===== src/rtl/mp_add_seq_if.sv =====
// mp_add_seq_if: request/result bundle between a controller (master) and the mp_add_seq sequencer (slave)
// Signals: start, op_sub, carry_in, a_in, b_in (request, plus accum when MP_ADD_SEQ_ACCUM_EN is defined);
//          ready, done, result, sign, overflow, carry_out, zero (status and result).
interface mp_add_seq_if #(
   parameter int NBYTES = 4
);
   localparam int W = 8 * NBYTES;
   logic start, op_sub, carry_in;
   logic [W-1:0] a_in, b_in;
`ifdef MP_ADD_SEQ_ACCUM_EN
   logic accum;
`endif
   logic ready, done, sign, overflow, carry_out, zero;
   logic [W-1:0] result;
   modport master (
      output start, op_sub, carry_in, a_in, b_in,
`ifdef MP_ADD_SEQ_ACCUM_EN
      output accum,
`endif
      input ready, done, result, sign, overflow, carry_out, zero
   );
   modport slave (
      input start, op_sub, carry_in, a_in, b_in,
`ifdef MP_ADD_SEQ_ACCUM_EN
      input accum,
`endif
      output ready, done, result, sign, overflow, carry_out, zero
   );
endinterface


===== src/rtl/mp_add_seq.sv =====
// mp_add_seq: NBYTES-wide add/subtract computed one byte per clock, LSB first, through one 8-bit adder slice
// Ports: clk, reset (synchronous, active-high); bus (mp_add_seq_if.slave) carries start/op_sub/carry_in/a_in/b_in
//        in and ready/done/result/sign/overflow/carry_out/zero out.
// Optional: defining MP_ADD_SEQ_ACCUM_EN adds bus.accum, which takes operand A from the current result.
module mp_add_seq #(
   parameter int NBYTES = 4
) (
   input logic         clk,
   input logic         reset,
   mp_add_seq_if.slave bus
);
   localparam int W = 8 * NBYTES;
   localparam int IW = NBYTES > 1 ? $clog2(NBYTES) : 1;
   localparam logic [IW-1:0] LAST = IW'(NBYTES - 1);
   typedef enum logic [1:0] {IDLE, RUN, DONE} state_t;
   state_t state_q;
   logic [W-1:0] a_q, b_q, res_q, res_d, a_sel;
   logic [IW-1:0] idx_q;
   logic carry_q, done_q, sign_q, ovf_q, cout_q, zero_q;
   logic [7:0] a_byte, b_byte;
   logic [8:0] sum_d;
`ifdef MP_ADD_SEQ_ACCUM_EN
   assign a_sel = bus.accum ? res_q : bus.a_in;
`else
   assign a_sel = bus.a_in;
`endif
   // res_d is the result with the current byte merged in, so zero sees the top byte too
   always_comb begin
      a_byte = a_q[{idx_q, 3'b000} +: 8];
      b_byte = b_q[{idx_q, 3'b000} +: 8];
      sum_d = {1'b0, a_byte} + {1'b0, b_byte} + {8'd0, carry_q};
      res_d = res_q;
      res_d[{idx_q, 3'b000} +: 8] = sum_d[7:0];
   end
   always_ff @(posedge clk) begin
      if (reset) begin
         state_q <= IDLE;
         a_q <= '0;
         b_q <= '0;
         res_q <= '0;
         idx_q <= '0;
         carry_q <= 1'b0;
         done_q <= 1'b0;
         sign_q <= 1'b0;
         ovf_q <= 1'b0;
         cout_q <= 1'b0;
         zero_q <= 1'b0;
      end else begin
         done_q <= state_q == DONE;
         case (state_q)
            IDLE: if (bus.start) begin
               a_q <= a_sel;
               b_q <= bus.op_sub ? ~bus.b_in : bus.b_in;
               // subtract is A + ~B + 1
               carry_q <= bus.op_sub | bus.carry_in;
               idx_q <= '0;
               res_q <= '0;
               state_q <= RUN;
            end
            RUN: begin
               res_q <= res_d;
               carry_q <= sum_d[8];
               if (idx_q == LAST) begin
                  sign_q <= sum_d[7];
                  ovf_q <= (a_byte[7] == b_byte[7]) && (sum_d[7] != a_byte[7]);
                  cout_q <= sum_d[8];
                  zero_q <= res_d == '0;
                  state_q <= DONE;
               end else begin
                  idx_q <= idx_q + 1'b1;
               end
            end
            default: state_q <= IDLE;
         endcase
      end
   end
   assign bus.ready = state_q == IDLE;
   assign bus.done = done_q;
   assign bus.result = res_q;
   assign bus.sign = sign_q;
   assign bus.overflow = ovf_q;
   assign bus.carry_out = cout_q;
   assign bus.zero = zero_q;
endmodule

===== src/flat_wrapper.sv =====
// flat-port wrapper written by rule: the top's interface ports become plain ports
module mp_add_seq_flat 
#(
   parameter int NBYTES = 4
)
  (clk, reset, bus_start, bus_op_sub, bus_carry_in, bus_a_in, bus_b_in, bus_ready, bus_done, bus_result, bus_sign, bus_overflow, bus_carry_out, bus_zero);
  mp_add_seq_if #(.NBYTES(NBYTES)) bus_i ();
  input logic clk;
  input logic reset;
  input wire logic [$bits(bus_i.start)-1:0] bus_start;
  input wire logic [$bits(bus_i.op_sub)-1:0] bus_op_sub;
  input wire logic [$bits(bus_i.carry_in)-1:0] bus_carry_in;
  input wire logic [$bits(bus_i.a_in)-1:0] bus_a_in;
  input wire logic [$bits(bus_i.b_in)-1:0] bus_b_in;
  output wire logic [$bits(bus_i.ready)-1:0] bus_ready;
  output wire logic [$bits(bus_i.done)-1:0] bus_done;
  output wire logic [$bits(bus_i.result)-1:0] bus_result;
  output wire logic [$bits(bus_i.sign)-1:0] bus_sign;
  output wire logic [$bits(bus_i.overflow)-1:0] bus_overflow;
  output wire logic [$bits(bus_i.carry_out)-1:0] bus_carry_out;
  output wire logic [$bits(bus_i.zero)-1:0] bus_zero;
  assign bus_i.start = bus_start;
  assign bus_i.op_sub = bus_op_sub;
  assign bus_i.carry_in = bus_carry_in;
  assign bus_i.a_in = bus_a_in;
  assign bus_i.b_in = bus_b_in;
  assign bus_ready = bus_i.ready;
  assign bus_done = bus_i.done;
  assign bus_result = bus_i.result;
  assign bus_sign = bus_i.sign;
  assign bus_overflow = bus_i.overflow;
  assign bus_carry_out = bus_i.carry_out;
  assign bus_zero = bus_i.zero;
  mp_add_seq #(.NBYTES(NBYTES)) u_core (.clk(clk), .reset(reset), .bus(bus_i));
endmodule

===== config.mk =====
export PLATFORM = sky130hd
export DESIGN_NAME = mp_add_seq_flat
export DESIGN_NICKNAME = d
export VERILOG_FILES = /design/src/rtl/mp_add_seq_if.sv /design/src/rtl/mp_add_seq.sv /design/src/flat_wrapper.sv
export SDC_FILE = /design/constraint.sdc
export NUM_CORES = 1
export LEC_CHECK = 0
export CORE_ASPECT_RATIO = 0.7
export CORE_MARGIN = 2
export CORE_UTILIZATION = 55
export CTS_CLUSTER_SIZE = 10
export DETAILED_ROUTE_END_ITERATION = 16
export DONT_BUFFER_PORTS = 1
export GPL_TIMING_DRIVEN = 0
export HOLD_SLACK_MARGIN = 0.15
export PLACE_DENSITY = 0.77
export RECOVER_POWER = 50
export SLEW_MARGIN = 20
export SYNTH_ARGS = -nofsm -noshare
export SYNTH_HDL_FRONTEND = slang
export SYNTH_SLANG_ARGS = --single-unit

===== constraint.sdc =====
create_clock -name clk -period 4.5 [get_ports clk]
set_input_delay 1.125 -clock clk [delete_from_list [all_inputs] [get_ports clk]]
set_output_delay 1.125 -clock clk [all_outputs]
set_load 0.05 [all_outputs]

* Word-level counts from Yosys, hierarchy flattened
Index checks and enable logic that the tools add are counted.
** Operators by class
- Divide/modulo/power cells :: 0
- Multiply operators :: 0
- Order comparisons :: 0
- Equal/unequal tests :: 8
- Shift-type cells :: 4
- Multiplexer cells :: 12
- Bitwise logic cells :: 2
- Reductions and logical operators :: 9
- Add/sub/neg operators :: 4
** Operator list (number)
- $mux W32 :: 2
- $pmux W32 S2 :: 1
- $shiftx A32 B6 Y8 :: 2
- $bwmux W32 :: 1
- $logic_not A32 Y1 :: 1
- $not A32 Y32 :: 1
- $shift A8 B7 Y32 const A :: 1
- $shiftx A8 B7 Y32 :: 1
- $add A8 B8 Y9 :: 1
- $add A9 B1 Y9 :: 1
- $mux W2 :: 4
- $pmux W2 S2 :: 2
- $reduce_and A2 Y1 :: 4
- $neg A5 Y7 :: 1
- $eq A2 B2 Y1 const B :: 2
- $ne A2 B2 Y1 const B :: 2
- $reduce_and A3 Y1 :: 1
- $add A2 B1 Y2 const B :: 1
- $eq A2 B1 Y1 const B :: 1
- $logic_not A2 Y1 :: 1
- $ne A2 B1 Y1 const B :: 1
- $pmux W1 S2 :: 1
- $reduce_bool A2 Y1 :: 1
- $eq A1 B1 Y1 :: 1
- other kinds (4) :: 4
** Word-level totals
- Memory bits (writable) :: 0
- Bits in latches :: 0
- Input bits :: 69
- Register bits :: 106
- Word-level logic and storage cells :: 50
- Memories kept :: 0
- Output and inout port bits :: 38
- ROM bits :: 0

* Longest topological paths before layout
Gate-level depths: netlist of run 1.
- Depth after elaboration :: 6
- Gate-level depth with buffers :: 11
- Gate-level depth less buffers :: 9

* Worst setup path after synthesis of run 1
No wires, ideal clock.
- Kind :: reg2reg
- Start :: reg u_core.idx_q[1]
- End :: reg u_core.zero_q (netlist: u_core.bus.zero)
- Buffers on the path :: 2
- Slack :: 0.876 ns
- Setup time :: 0.096 ns
- Arrival time :: 3.528 ns
- Required time :: 4.404 ns
- Cell stages (with the launch flop) :: 12
- Clock period less this slack :: 3.624 ns
- Path through :: dfxtp_1 clkbuf_1 clkbuf_1 mux4_2 fa_1 fa_1 a211oi_2 o21ai_1 o21ai_0 xnor2_1 o31a_1 o41ai_2
** On the way
- Longest elaborated chain between the ends :: 6
- Elaborated cells on any way between the ends :: 11
- Classes of those cells :: add/sub: 3; eq/ne: 1; shift: 4; mux: 1; reduce/logical: 2
** RTL lines
- from (decl) :: RTL line mp_add_seq.sv:18 : logic [IW-1:0] idx_q;
- from (signal assigned) :: RTL line mp_add_seq.sv:70 : idx_q <= idx_q + 1'b1;
- $shiftx A32 B6 Y8, on equally long branches :: RTL line mp_add_seq.sv:29, mp_add_seq.sv:30
- $add A8 B8 Y9 :: RTL line mp_add_seq.sv:31 : sum_d = {1'b0, a_byte} + {1'b0, b_byte} + {8'd0, carry_q};
- $add A9 B1 Y9 :: RTL line mp_add_seq.sv:31
- $shiftx A8 B7 Y32 :: RTL line mp_add_seq.sv:33 : res_d[{idx_q, 3'b000} +: 8] = sum_d[7:0];
- $bwmux W32 :: RTL line mp_add_seq.sv:33
- $logic_not A32 Y1 :: RTL line mp_add_seq.sv:67 : zero_q <= res_d == '0;
- to (signal assigned) :: RTL line mp_add_seq.sv:47 : zero_q <= 1'b0;
- to (signal assigned) :: RTL line mp_add_seq.sv:67
- to (decl) :: RTL line mp_add_seq.sv:19 : logic carry_q, done_q, sign_q, ovf_q, cout_q, zero_q;
Parallel ways exist; a longest one is shown, timed or not.
A chain may end at the register's enable or synchronous reset.

* Final worst setup path of run 1
Same ends and word-level chain as after synthesis.

==> out/qor.log, run 1 <==
INFO  outcome        run_status=finished, final reports clean
INFO  placement      place.port_buffers=0
INFO  critical_path  ff_to_ff_path_depth=11
INFO  critical_path  worst-r2r-setup-slack=0.37ns
INFO  worst_hold_path worst_hold_path.num_cells=2
INFO  logic_synthesis synth_top_cells_by_area=sky130_fd_sc_hd__dfxtp_1 (41%), sky130_fd_sc_hd__mux4_2 (7.0%), sky130_fd_sc_hd__nor2_1 (6.1%)
INFO  logic_synthesis postSynthAreaPerCell=8.92µm²
INFO  placement      gpl.final_weighted_congestion=0.961
INFO  critical_path  reg_to_reg_end=u_core.bus.zero
INFO  drt            post_drt_via_cell_ratio=6.16
INFO  final_layout   seqCellArea=0.00212mm²
INFO  logic_synthesis synth_largest_area_cell=sky130_fd_sc_hd__dfxtp_1
INFO  logic_synthesis yosys.cell_count.top_type=sky130_fd_sc_hd__dfxtp_1
INFO  grt            grtUsageTotal=28.9%
INFO  logic_synthesis mapped_area=0.00512mm²
INFO  logic_synthesis synth.top_cells.by_count=sky130_fd_sc_hd__dfxtp_1 (106), sky130_fd_sc_hd__nor2_1 (83), sky130_fd_sc_hd__nand2_1 (73)
INFO  timing         fmax=0.242GHz
INFO  worst_hold_path worst_hold_path_type=flip-flop to flip-flop
INFO  grt            grt_antenna_before_repair=0
INFO  final_layout   fillerInstances=795
INFO  critical_path  regToRegStartpoint=u_core.idx_q[1]
INFO  timing         tns=0ns
INFO  floorplan      fp-row-count=29
INFO  critical_path  path_max_fanout=10
INFO  final_layout   finish.net_count=669
INFO  logic_synthesis synth-async-reset-ratio=0%
INFO  timing         grt_setup_unrepaired=no
INFO  logic_synthesis synthDistinctLibCells=51
INFO  drt            detailroute.via_count=4397
INFO  final_layout   layout-drive-gt1-share=7.80%
INFO  critical_path  timing.critical_path.mode_cell=sky130_fd_sc_hd__fa_1
INFO  floorplan      dieHeight=84.7µm
INFO  grt            grt_max_degree=18
INFO  timing         fin_crit=4.13ns
INFO  cts            clock-root-buffer=sky130_fd_sc_hd__clkbuf_16
INFO  drt            drt.antenna.violating_nets=0
INFO  cts            clock_sink_count=106
INFO  pwr            power=0.00221W
INFO  logic_synthesis syn_inst=574
INFO  logic_synthesis synth_top_flop_cell=sky130_fd_sc_hd__dfxtp_1
INFO  floorplan      dieWidth=119µm
INFO  final_layout   n_antenna_cell=0
INFO  logic_synthesis synth-seq-cells=106
INFO  cts            cts_tree=built
INFO  grt            globalRouteOverflowTotal=0
INFO  drt            finalWirelength=14300µm
INFO  critical_path  cp.arrival=4.39ns
INFO  flow_run       drv_cap=0
INFO  timing         post-route-period-util=91.7%
INFO  pwr            static-leakage-power=1.99nW
INFO  final_layout   areaGrowthSynthToFinish=8.72%
INFO  logic_synthesis synth.yosys.seq_area_share=41.4%
INFO  cts            clockBufferDepth=2
INFO  worst_hold_path hold_path_end=u_core.a_q[10]
INFO  cts            htree_levels=3
INFO  worst_hold_path hold_path.startpoint=u_core.a_q[10]
INFO  critical_path  critPathKind=flip-flop to flip-flop
INFO  critical_path  timing.critical_path.required=4.76ns
INFO  drt            remaining_drc_errors=0
INFO  critical_path  timing.critical_path.slowest_stage_cell=sky130_fd_sc_hd__clkbuf_1
INFO  floorplan      dieArea=0.0101mm²
INFO  critical_path  critPathCaptureType=flip-flop
INFO  logic_synthesis ys.warnings.count=0
INFO  placement      detailed_place_hpwl=10700µm
INFO  cts            cts_setup_buffers=0
INFO  timing         report.final.setup_viol=0
INFO  drt            dr.first_iter.drc_count=394
INFO  timing         report.final.slew_viol_count=0
INFO  cts            clkTransAtPathRegs=0.07ns
INFO  critical_path  crit_path_cell_trace=clkbuf_2 -> clkbuf_1 -> mux4_2 -> fa_1 -> fa_1 -> a211oi_2 -> o21ai_1 -> o21ai_0 -> xnor2_1 -> o31a_1 -> o41ai_2
INFO  timing         slew-limit-headroom=29.4%
INFO  critical_path  startpoint_type=flip-flop
INFO  logic_synthesis synth_nets=658
INFO  logic_synthesis number_of_enable_flip_flop_cells_after_synthesis=0
INFO  grt            grt_pass1_wl=22500µm
INFO  drt            wl_per_cell=20.0µm
INFO  drt            drt-pass1-iter-count=5
INFO  final_layout   multi_input_area=0.00281mm²
INFO  critical_path  cp_slowest_stage_delay=0.54ns
INFO  cts            cts-buffers-inserted=9
INFO  floorplan      fp.coreArea=0.00907mm²
INFO  floorplan      ioPinCount=107
INFO  timing         tightest_slew=1.06ns
INFO  timing         clock-skew-final=0.00674ns
INFO  logic_synthesis netlist.area_leader.share=41.4%
INFO  floorplan      floorplan.initialDensity=56.5%
INFO  pwr            power.ir.vdd_worst=0.191mV
INFO  grt            grt_pass1_vias=4292
INFO  timing         report.final.hold_viol_count=0
INFO  pwr            power_density=397mW/mm²
INFO  cts            worstSkewPairLatency=0.35ns
[logic make-up (layout without fill, tap and decap cells)]
family	Yosys count	in the layout	synth area share [%]
xor+xnor	39	39	6.81
buf+inv	50	66	3.74
fa+ha+maj	15	15	3.96
flops	106	106	41.4
simple gates	204	204	17.7
mux	18	18	7.45
compound gates	142	142	18.9
[sequential cells by signal, summed over array words and instances, names as in the netlist]
| register | cells |
|---|---|
| u_core.carry_q | 1 |
| u_core.bus.zero | 1 |
| u_core.bus.carry_out | 1 |
| u_core.idx_q | 2 |
| u_core.a_q | 32 |
| u_core.bus.result | 32 |
| u_core.bus.overflow | 1 |
| u_core.b_q | 32 |
| u_core.bus.done | 1 |
| u_core.state_q | 2 |
| u_core.bus.sign | 1 |
[worst max path at each step]
stage,from,cells after the start,to,slack (ns)
6_report,u_core.idx_q[1],11,u_core.bus.zero,0.37
5_1_grt,u_core.idx_q[0],11,u_core.bus.zero,0.18
4_1_cts,u_core.idx_q[1],11,u_core.bus.zero,0.13
3_5_place_dp,u_core.idx_q[1],11,u_core.bus.zero,0.15
3_3_place_gp,u_core.idx_q[1],11,u_core.bus.zero,0.25
2_1_floorplan,u_core.idx_q[1],11,u_core.bus.zero,0.88
[power by group]
group | leakage [nW] | total [W] | internal (W) | switching (W)
Clock | 0.138 | 0.000769 | 0.000408 | 0.000361
Sequential | 0.868 | 0.00104 | 0.000990 | 0.0000548
Combinational | 0.989 | 0.000397 | 0.000149 | 0.000249
Total | 1.99 | 0.00221 | 0.00155 | 0.000665
[layout by cell type (no fill, tap or decap), types with 4 or more instances in the layout]
cell type                   instances
sky130_fd_sc_hd__mux4_2            16
sky130_fd_sc_hd__a211oi_1          34
sky130_fd_sc_hd__o21ai_0            4
sky130_fd_sc_hd__nand2_1           73
sky130_fd_sc_hd__ha_1              13
sky130_fd_sc_hd__a21oi_1           48
sky130_fd_sc_hd__nor2_1            83
sky130_fd_sc_hd__a41oi_1            4
sky130_fd_sc_hd__nor2b_1           14
sky130_fd_sc_hd__a22oi_1           24
sky130_fd_sc_hd__clkbuf_1          40
sky130_fd_sc_hd__a31oi_1           10
sky130_fd_sc_hd__dfxtp_1          106
sky130_fd_sc_hd__xnor2_1           35
sky130_fd_sc_hd__inv_1              6
sky130_fd_sc_hd__nand3_1            6
sky130_fd_sc_hd__clkbuf_16          9
[per-stage QoR]
step                instances  util [%]  setup WS [ns]  hold slack [ns]  cell area, µm²
floorplan                 574         -          0.876            0.433            5120
global placement          698      58.2          0.249            0.439            5280
detailed placement        698      58.2          0.145            0.447            5280
CTS                       714      61.4          0.134            0.457            5570
global route              714      61.4          0.178            0.470            5570
finish                    714      61.4          0.373            0.456            5570
[final cells by class]
class	count	share of cell area, %
clock inverter	5	0.674
tap	124	2.79
buffer	44	3.06
multi-input combinational	418	50.4
sequential	106	38.1
clock buffer	11	4.54
inverter	6	0.404
[per-layer routing]
layer	global-route usage (%)	routed length (µm)
met5	0	0
met4	6.20	161
met3	13.0	1890
met2	42.4	6110
met1	39.4	6120
[critical path: cells and delay by family, from the launching register on]
family                   cells  cell delay [ns]
multiplexers                 1             0.46
buffers and inverters        2             0.88
XOR/XNOR                     1             0.26
flip-flops                   1             0.40
adder cells (fa/ha/maj)      2             0.88
AO/OA/AOI/OAI                5             1.14
[repair_timing]
| item | CTS | global route |
|---|---|---|
| resized for setup | 0 | 2 |
| setup endpoints to repair | 0 | 1 |
| hold buffers | 0 | 0 |
| hold endpoints to repair | 0 | 0 |
No activity file was read; power rests on OpenSTA's default activity.
==> inputs of run 2 (changes only) <==
--- a/config.mk
+++ b/config.mk
@@ -7,15 +7,15 @@
 export LEC_CHECK = 0
 export CORE_ASPECT_RATIO = 0.7
 export CORE_MARGIN = 2
-export CORE_UTILIZATION = 55
+export CORE_UTILIZATION = 58
 export CTS_CLUSTER_SIZE = 10
 export DETAILED_ROUTE_END_ITERATION = 16
 export DONT_BUFFER_PORTS = 1
 export GPL_TIMING_DRIVEN = 0
 export HOLD_SLACK_MARGIN = 0.15
-export PLACE_DENSITY = 0.77
+export PLACE_DENSITY = 0.81
 export RECOVER_POWER = 50
-export SLEW_MARGIN = 20
+export SLEW_MARGIN = 0
 export SYNTH_ARGS = -nofsm -noshare
 export SYNTH_HDL_FRONTEND = slang
 export SYNTH_SLANG_ARGS = --single-unit
==> run 2 against run 1 <==
  * Design area rose by 0.76%
  * Final cell count decreased by 0.56%
  * Register-to-register slack worse by 0.08 ns
  * Sequential cell count unchanged
  * Sequential share of layout area down 0.29 points
  * Routed wire length increased by 0.99%
  * Clock power is 14% higher
  * Core utilization grew 4.5 points
  * Clock skew up 0.0030 ns
  * Die area shrank 5.0%
  * Sequential power barely moved
  * Combinational power grew 1%
  * Critical endpoint unchanged
==> out/qor.log, run 2 (same netlist as run 1, synthesis figures left out) <==
INFO  final_layout   layout.cells.most_common=sky130_fd_sc_hd__dfxtp_1
INFO  drt            finalWirelength=14400µm
INFO  final_layout   mostFrequentLayoutCells=sky130_fd_sc_hd__dfxtp_1 (106), sky130_fd_sc_hd__nor2_1 (83), sky130_fd_sc_hd__nand2_1 (73)
INFO  drt            wl_per_cell=20.3µm
INFO  critical_path  critPathKind=flip-flop to flip-flop
INFO  grt            grt_pass1_wl=22300µm
INFO  timing         report.final.slew_viol_count=0
INFO  pwr            power.ir.vdd_worst=0.275mV
INFO  final_layout   multi_input_area=0.00281mm²
INFO  cts            clock-root-buffer=sky130_fd_sc_hd__clkbuf_16
INFO  cts            clock_sink_count=106
INFO  critical_path  cp_slowest_stage_delay=0.59ns
INFO  final_layout   n_antenna_cell=0
INFO  critical_path  timing.critical_path.slowest_stage_cell=sky130_fd_sc_hd__clkbuf_1
INFO  pwr            power_density=414mW/mm²
INFO  critical_path  path_max_fanout=10
INFO  placement      gpl.final_weighted_congestion=0.938
INFO  critical_path  critPathCaptureType=flip-flop
INFO  drt            post_drt_via_cell_ratio=6.27
INFO  final_layout   finish.net_count=669
INFO  floorplan      floorplan.initialDensity=60.2%
INFO  pwr            power=0.00232W
INFO  floorplan      fp-row-count=28
INFO  final_layout   layout-drive-gt1-share=7.80%
INFO  timing         final.hold.worst_slack=0.452ns
INFO  drt            met1Wirelength=6210µm
INFO  drt            drt-pass1-iter-count=5
INFO  drt            drt.antenna.violating_nets=0
INFO  floorplan      fp.coreArea=0.00851mm²
INFO  timing         tns=0ns
INFO  critical_path  timing.critical_path.required=4.76ns
INFO  critical_path  crit_path_cell_trace=clkbuf_2 -> clkbuf_1 -> mux4_2 -> fa_1 -> fa_1 -> a211oi_2 -> o21ai_1 -> o21ai_0 -> xnor2_1 -> o31a_1 -> o41ai_2
INFO  timing         report.final.hold_viol_count=0
INFO  floorplan      dieWidth=116µm
INFO  cts            worstSkewPairLatency=0.35ns
INFO  timing         tightest_slew=1.08ns
INFO  timing         slew-limit-headroom=27.9%
INFO  cts            cts_tree=built
INFO  pwr            static-leakage-power=2.02nW
INFO  grt            grt_pass1_vias=4253
INFO  cts            cts-buffers-inserted=9
INFO  timing         clock-skew-final=0.00975ns
INFO  timing         post-route-period-util=93.5%
INFO  worst_hold_path worst_hold_path_type=flip-flop to flip-flop
INFO  cts            clockBufferDepth=2
INFO  floorplan      dieHeight=82.6µm
INFO  outcome        run_status=finished, final reports clean
INFO  critical_path  cp.arrival=4.47ns
INFO  final_layout   areaGrowthSynthToFinish=9.55%
INFO  cts            holdBufCountCts=0
INFO  timing         fmax=0.238GHz
INFO  drt            met3_wirelength=1750µm
INFO  cts            cts_setup_buffers=0
INFO  drt            routed-wl-met2=6350µm
INFO  grt            grtUsageTotal=31.2%
INFO  drt            remaining_drc_errors=0
INFO  cts            htree_levels=3
INFO  flow_run       drv_cap=0
INFO  final_layout   utilization=65.9%
INFO  final_layout   seqCellArea=0.00212mm²
INFO  placement      detailed_place_hpwl=10600µm
INFO  timing         grt_setup_unrepaired=no
INFO  critical_path  startpoint_type=flip-flop
INFO  placement      place.port_buffers=0
INFO  drt            top_layer_used=met4
INFO  drt            dr.first_iter.drc_count=305
INFO  drt            detailroute.via_count=4454
INFO  timing         fin_crit=4.21ns
INFO  floorplan      dieArea=0.00961mm²
INFO  grt            grt_antenna_before_repair=0
INFO  final_layout   fillerInstances=725
INFO  grt            globalRouteOverflowTotal=0
INFO  floorplan      ioPinCount=107
INFO  grt            grt_max_degree=18
INFO  critical_path  timing.critical_path.mode_cell=sky130_fd_sc_hd__fa_1
INFO  timing         report.final.setup_viol=0
INFO  cts            clkTransAtPathRegs=0.07ns
## run 2: per-stage QoR
stage               area [µm²]  cells  worst slack (ns)
floorplan                 5120    574             0.876
global placement          5270    694             0.260
detailed placement        5270    694            0.0976
CTS                       5610    710            0.0483
global route              5610    710             0.150
finish                    5610    710             0.291
## run 2: worst max-delay path, delay by kind of cell, from the launching register on
kind                       cells  cell delay [ns]
AOI/OAI and AO/OA              5             1.17
DFF                            1             0.40
muxes                          1             0.44
adders and majority gates      2             0.92
xor gates and xnor gates       1             0.24
buffers and inverters          2             0.94
## run 2: per-layer routing
layer	vias up	track usage, %
met2	219	47.3
met1	2166	41.7
met3	12	13.8
met5	-	0
met4	0	6.07
li1	2057	-
## run 2: path summary, 6_finish.rpt
check / endpoint / slack (ns) / cells after the start / from
worst max-delay path: u_core.bus.zero / 0.29 / 11 / u_core.idx_q[1]
worst min-delay path: u_core.a_q[22] / 0.45 / 2 / u_core.a_q[22]
worst max register to register: u_core.bus.zero / 0.29 / 11 / u_core.idx_q[1]
worst min register to register: u_core.a_q[22] / 0.45 / 2 / u_core.a_q[22]
## run 2: area by class of cell
| type | instances | share of cell area [%] |
|---|---|---|
| buffer | 44 | 3.03 |
| clock buffer | 11 | 4.50 |
| clock inverter | 5 | 1.52 |
| inverter | 6 | 0.401 |
| multi-input combinational | 418 | 50.1 |
| sequential | 106 | 37.8 |
| tap | 120 | 2.68 |
## run 2: where the power goes
group / internal [W] / switching (W) / total [W] / leakage [nW]
Clock: 0.000521 / 0.000357 / 0.000878 / 0.162
Sequential: 0.000990 / 0.0000544 / 0.00104 / 0.868
Combinational: 0.000149 / 0.000253 / 0.000402 / 0.989
## run 2: repair_timing
| item | in CTS | in global routing |
|---|---|---|
| resized for setup | 0 | 2 |
| hold endpoints to repair | 0 | 0 |
| endpoints found under the setup margin | 0 | 2 |
==> inputs of run 3 (changes only) <==
--- a/config.mk
+++ b/config.mk
@@ -5,6 +5,7 @@
 export SDC_FILE = /design/constraint.sdc
 export NUM_CORES = 1
 export LEC_CHECK = 0
+export CAP_MARGIN = 20
 export CORE_ASPECT_RATIO = 0.7
 export CORE_MARGIN = 2
 export CORE_UTILIZATION = 58
@@ -13,7 +14,7 @@
 export DONT_BUFFER_PORTS = 1
 export GPL_TIMING_DRIVEN = 0
 export HOLD_SLACK_MARGIN = 0.15
-export PLACE_DENSITY = 0.81
+export PLACE_DENSITY = 0.74
 export RECOVER_POWER = 50
 export SLEW_MARGIN = 0
 export SYNTH_ARGS = -nofsm -noshare
==> run 3 against run 2 <==
  * Non-clock buffer count did not move
  * Design area fell by 0.33%
  * Clock skew fell by 0.0018 ns
  * Register-to-register slack barely moved
  * Final cell count fell by 0.14%
  * Global-route usage rose by 0.44 points
  * Setup slack got worse by 0.0025 ns
  * Routed wire length rose by 1.0%
  * Combinational power barely moved
  * Die area did not move
  * Power fell by 1.1%
  * Critical endpoint is now u_core.bus.result[28]
==> out/qor.log, run 3 (same netlist as run 1, synthesis figures left out) <==
INFO  outcome        run_status=finished, final reports clean
INFO  timing         fmax=0.237GHz
INFO  placement      gpl.final_weighted_congestion=0.918
INFO  cts            cts-buffers-inserted=9
INFO  drt            drt.antenna.violating_nets=0
INFO  grt            grt_pass1_vias=4329
INFO  critical_path  crit_path_cell_trace=clkbuf_1 -> clkbuf_2 -> mux4_2 -> fa_1 -> fa_1 -> a211oi_2 -> nor2_1 -> xor2_1 -> nand4b_1 -> a311oi_1
INFO  final_layout   layout.cells.most_common=sky130_fd_sc_hd__dfxtp_1
INFO  worst_hold_path hold_path.startpoint=u_core.a_q[16]
INFO  floorplan      floorplan.initialDensity=60.2%
INFO  cts            clock_sink_count=106
INFO  timing         clock-skew-final=0.00798ns
INFO  timing         tightest_slew=1.07ns
INFO  cts            post_cts_resize_count=0
INFO  pwr            cellInternalPower=0.00164W
INFO  pwr            power_density=411mW/mm²
INFO  timing         grt_setup_unrepaired=no
INFO  drt            detailroute.via_count=4495
INFO  timing         slew-limit-headroom=28.3%
INFO  timing         tns=0ns
INFO  grt            grt_pass1_wl=22700µm
INFO  pwr            power.ir.vdd_worst=0.205mV
INFO  flow_run       drv_cap=0
INFO  final_layout   multi_input_area=0.00281mm²
INFO  drt            met1Wirelength=6300µm
INFO  drt            top_layer_used=met4
INFO  pwr            p_sw_share=28.6%
INFO  critical_path  regToRegStartpoint=u_core.idx_q[1]
INFO  timing         report.final.slew_viol_count=0
INFO  critical_path  path_max_fanout=10
INFO  final_layout   n_antenna_cell=0
INFO  timing         fin_crit=4.21ns
INFO  cts            cts_tree=built
INFO  critical_path  critPathCaptureType=flip-flop
INFO  critical_path  timing.critical_path.slowest_stage_cell=sky130_fd_sc_hd__clkbuf_1
INFO  cts            worstSkewPairLatency=0.35ns
INFO  grt            globalRouteOverflowTotal=0
INFO  critical_path  cp.arrival=4.47ns
INFO  drt            post_drt_via_cell_ratio=6.34
INFO  drt            wl_per_cell=20.6µm
INFO  final_layout   fillerInstances=745
INFO  final_layout   areaGrowthSynthToFinish=9.18%
INFO  critical_path  timing.critical_path.mode_cell=sky130_fd_sc_hd__fa_1
INFO  critical_path  timing.critical_path.buf_inv=2
INFO  drt            remaining_drc_errors=0
INFO  final_layout   finish.net_count=669
INFO  drt            routed-wl-met2=6210µm
INFO  cts            clock-root-buffer=sky130_fd_sc_hd__clkbuf_16
INFO  timing         post-route-period-util=93.6%
INFO  worst_hold_path worst_hold_path_type=flip-flop to flip-flop
INFO  floorplan      fp.coreArea=0.00851mm²
INFO  drt            finalWirelength=14600µm
INFO  pwr            static-leakage-power=2.01nW
INFO  timing         final.hold.worst_slack=0.456ns
INFO  pwr            part_of_the_total_power_dissipated_in_the_clock_network=37.1%
INFO  cts            clockBufferDepth=2
INFO  pwr            net_switching=0.000658W
INFO  floorplan      dieArea=0.00961mm²
INFO  floorplan      dieWidth=116µm
INFO  critical_path  timing.critical_path.from=u_core.idx_q[1]
INFO  floorplan      fp-row-count=28
INFO  final_layout   seqCellArea=0.00212mm²
INFO  critical_path  critPathKind=flip-flop to flip-flop
INFO  timing         report.final.setup_viol=0
INFO  placement      place.port_buffers=0
INFO  cts            holdBufCountCts=0
INFO  final_layout   layout-drive-gt1-share=7.47%
INFO  critical_path  startpoint_type=flip-flop
INFO  drt            drt-pass1-iter-count=5
INFO  floorplan      dieHeight=82.6µm
INFO  cts            htree_levels=3
INFO  cts            cts_setup_buffers=0
INFO  pwr            fraction_of_power_consumed_by_combinational_cells=17.5%
INFO  final_layout   mostFrequentLayoutCells=sky130_fd_sc_hd__dfxtp_1 (106), sky130_fd_sc_hd__nor2_1 (83), sky130_fd_sc_hd__nand2_1 (73)
INFO  cts            clkTransAtPathRegs=0.07ns
INFO  critical_path  timing.critical_path.required=4.76ns
INFO  placement      placedInstanceArea=0.00527mm²
INFO  floorplan      ioPinCount=107
INFO  critical_path  cpLargestDelayFamily=buffers and inverters
INFO  drt            dr.first_iter.drc_count=391
INFO  pwr            seq_power_share=45.3%
INFO  grt            grt_max_degree=17
INFO  grt            grtUsageTotal=31.6%
INFO  critical_path  cp_slowest_stage_delay=0.59ns
INFO  drt            met3_wirelength=1820µm
INFO  placement      detailed_place_hpwl=10600µm
INFO  grt            grt_antenna_before_repair=0
INFO  final_layout   stdcell_area=0.00559mm²
INFO  timing         report.final.hold_viol_count=0
==> run 3: worst reg2reg max path, stage by stage, from the launching register on <==
cell                       delay, ns
sky130_fd_sc_hd__dfxtp_1        0.41
sky130_fd_sc_hd__clkbuf_1       0.59
sky130_fd_sc_hd__clkbuf_2       0.43
sky130_fd_sc_hd__mux4_2         0.39
sky130_fd_sc_hd__fa_1           0.47
sky130_fd_sc_hd__fa_1           0.44
sky130_fd_sc_hd__a211oi_2       0.25
sky130_fd_sc_hd__nor2_1         0.09
sky130_fd_sc_hd__xor2_1         0.50
sky130_fd_sc_hd__nand4b_1       0.23
sky130_fd_sc_hd__a311oi_1       0.31
==> run 3: per-stage QoR <==
| step | total power, W | utilization (%) | setup slack, ns | instances |
|---|---|---|---|---|
| 6_report | 0.00230 | 65.7 | 0.289 | 709 |
| 5_1_grt | 0.00238 | 65.7 | 0.0814 | 709 |
| 3_3_place_gp | 0.00144 | 61.9 | 0.191 | 694 |
| 2_1_floorplan | 0.00134 | - | 0.876 | 574 |
| 3_5_place_dp | 0.00145 | 61.9 | 0.125 | 694 |
| 4_1_cts | 0.00229 | 65.7 | 0.0989 | 709 |
==> run 3: final timing paths <==
kind,endpoint,slack (ns),cells after the start
max,u_core.bus.result[28],0.29,10
min,u_core.a_q[16],0.46,2
max reg2reg,u_core.bus.result[28],0.29,10
min reg2reg,u_core.a_q[16],0.46,2
==> run 3: area by class of cell <==
cell class | count | share of cell area [%]
Clock inverter | 4 | 1.36
Tap cell | 120 | 2.68
Sequential cell | 106 | 37.9
Multi-Input combinational cell | 418 | 50.2
Clock buffer | 11 | 4.34
Inverter | 6 | 0.403
Buffer | 44 | 3.04
==> run 3: power groups by stage <==
| stage | Clock, W | Sequential [W] | Combinational [W] |
|---|---|---|---|
| CTS | 0.000856 | 0.00104 | 0.000394 |
| global route | 0.000891 | 0.00105 | 0.000438 |
| global placement | 0 | 0.00106 | 0.000384 |
| detailed placement | 0 | 0.00106 | 0.000390 |
| finish | 0.000853 | 0.00104 | 0.000402 |
| floorplan | 0 | 0.00105 | 0.000293 |
==> run 3: per-layer routing <==
| metal | global-route usage, % | up-vias |
|---|---|---|
| li1 | - | 2064 |
| met1 | 43.9 | 2146 |
| met2 | 45.6 | 258 |
| met3 | 11.8 | 27 |
| met4 | 10.1 | 0 |
| met5 | 0 | - |
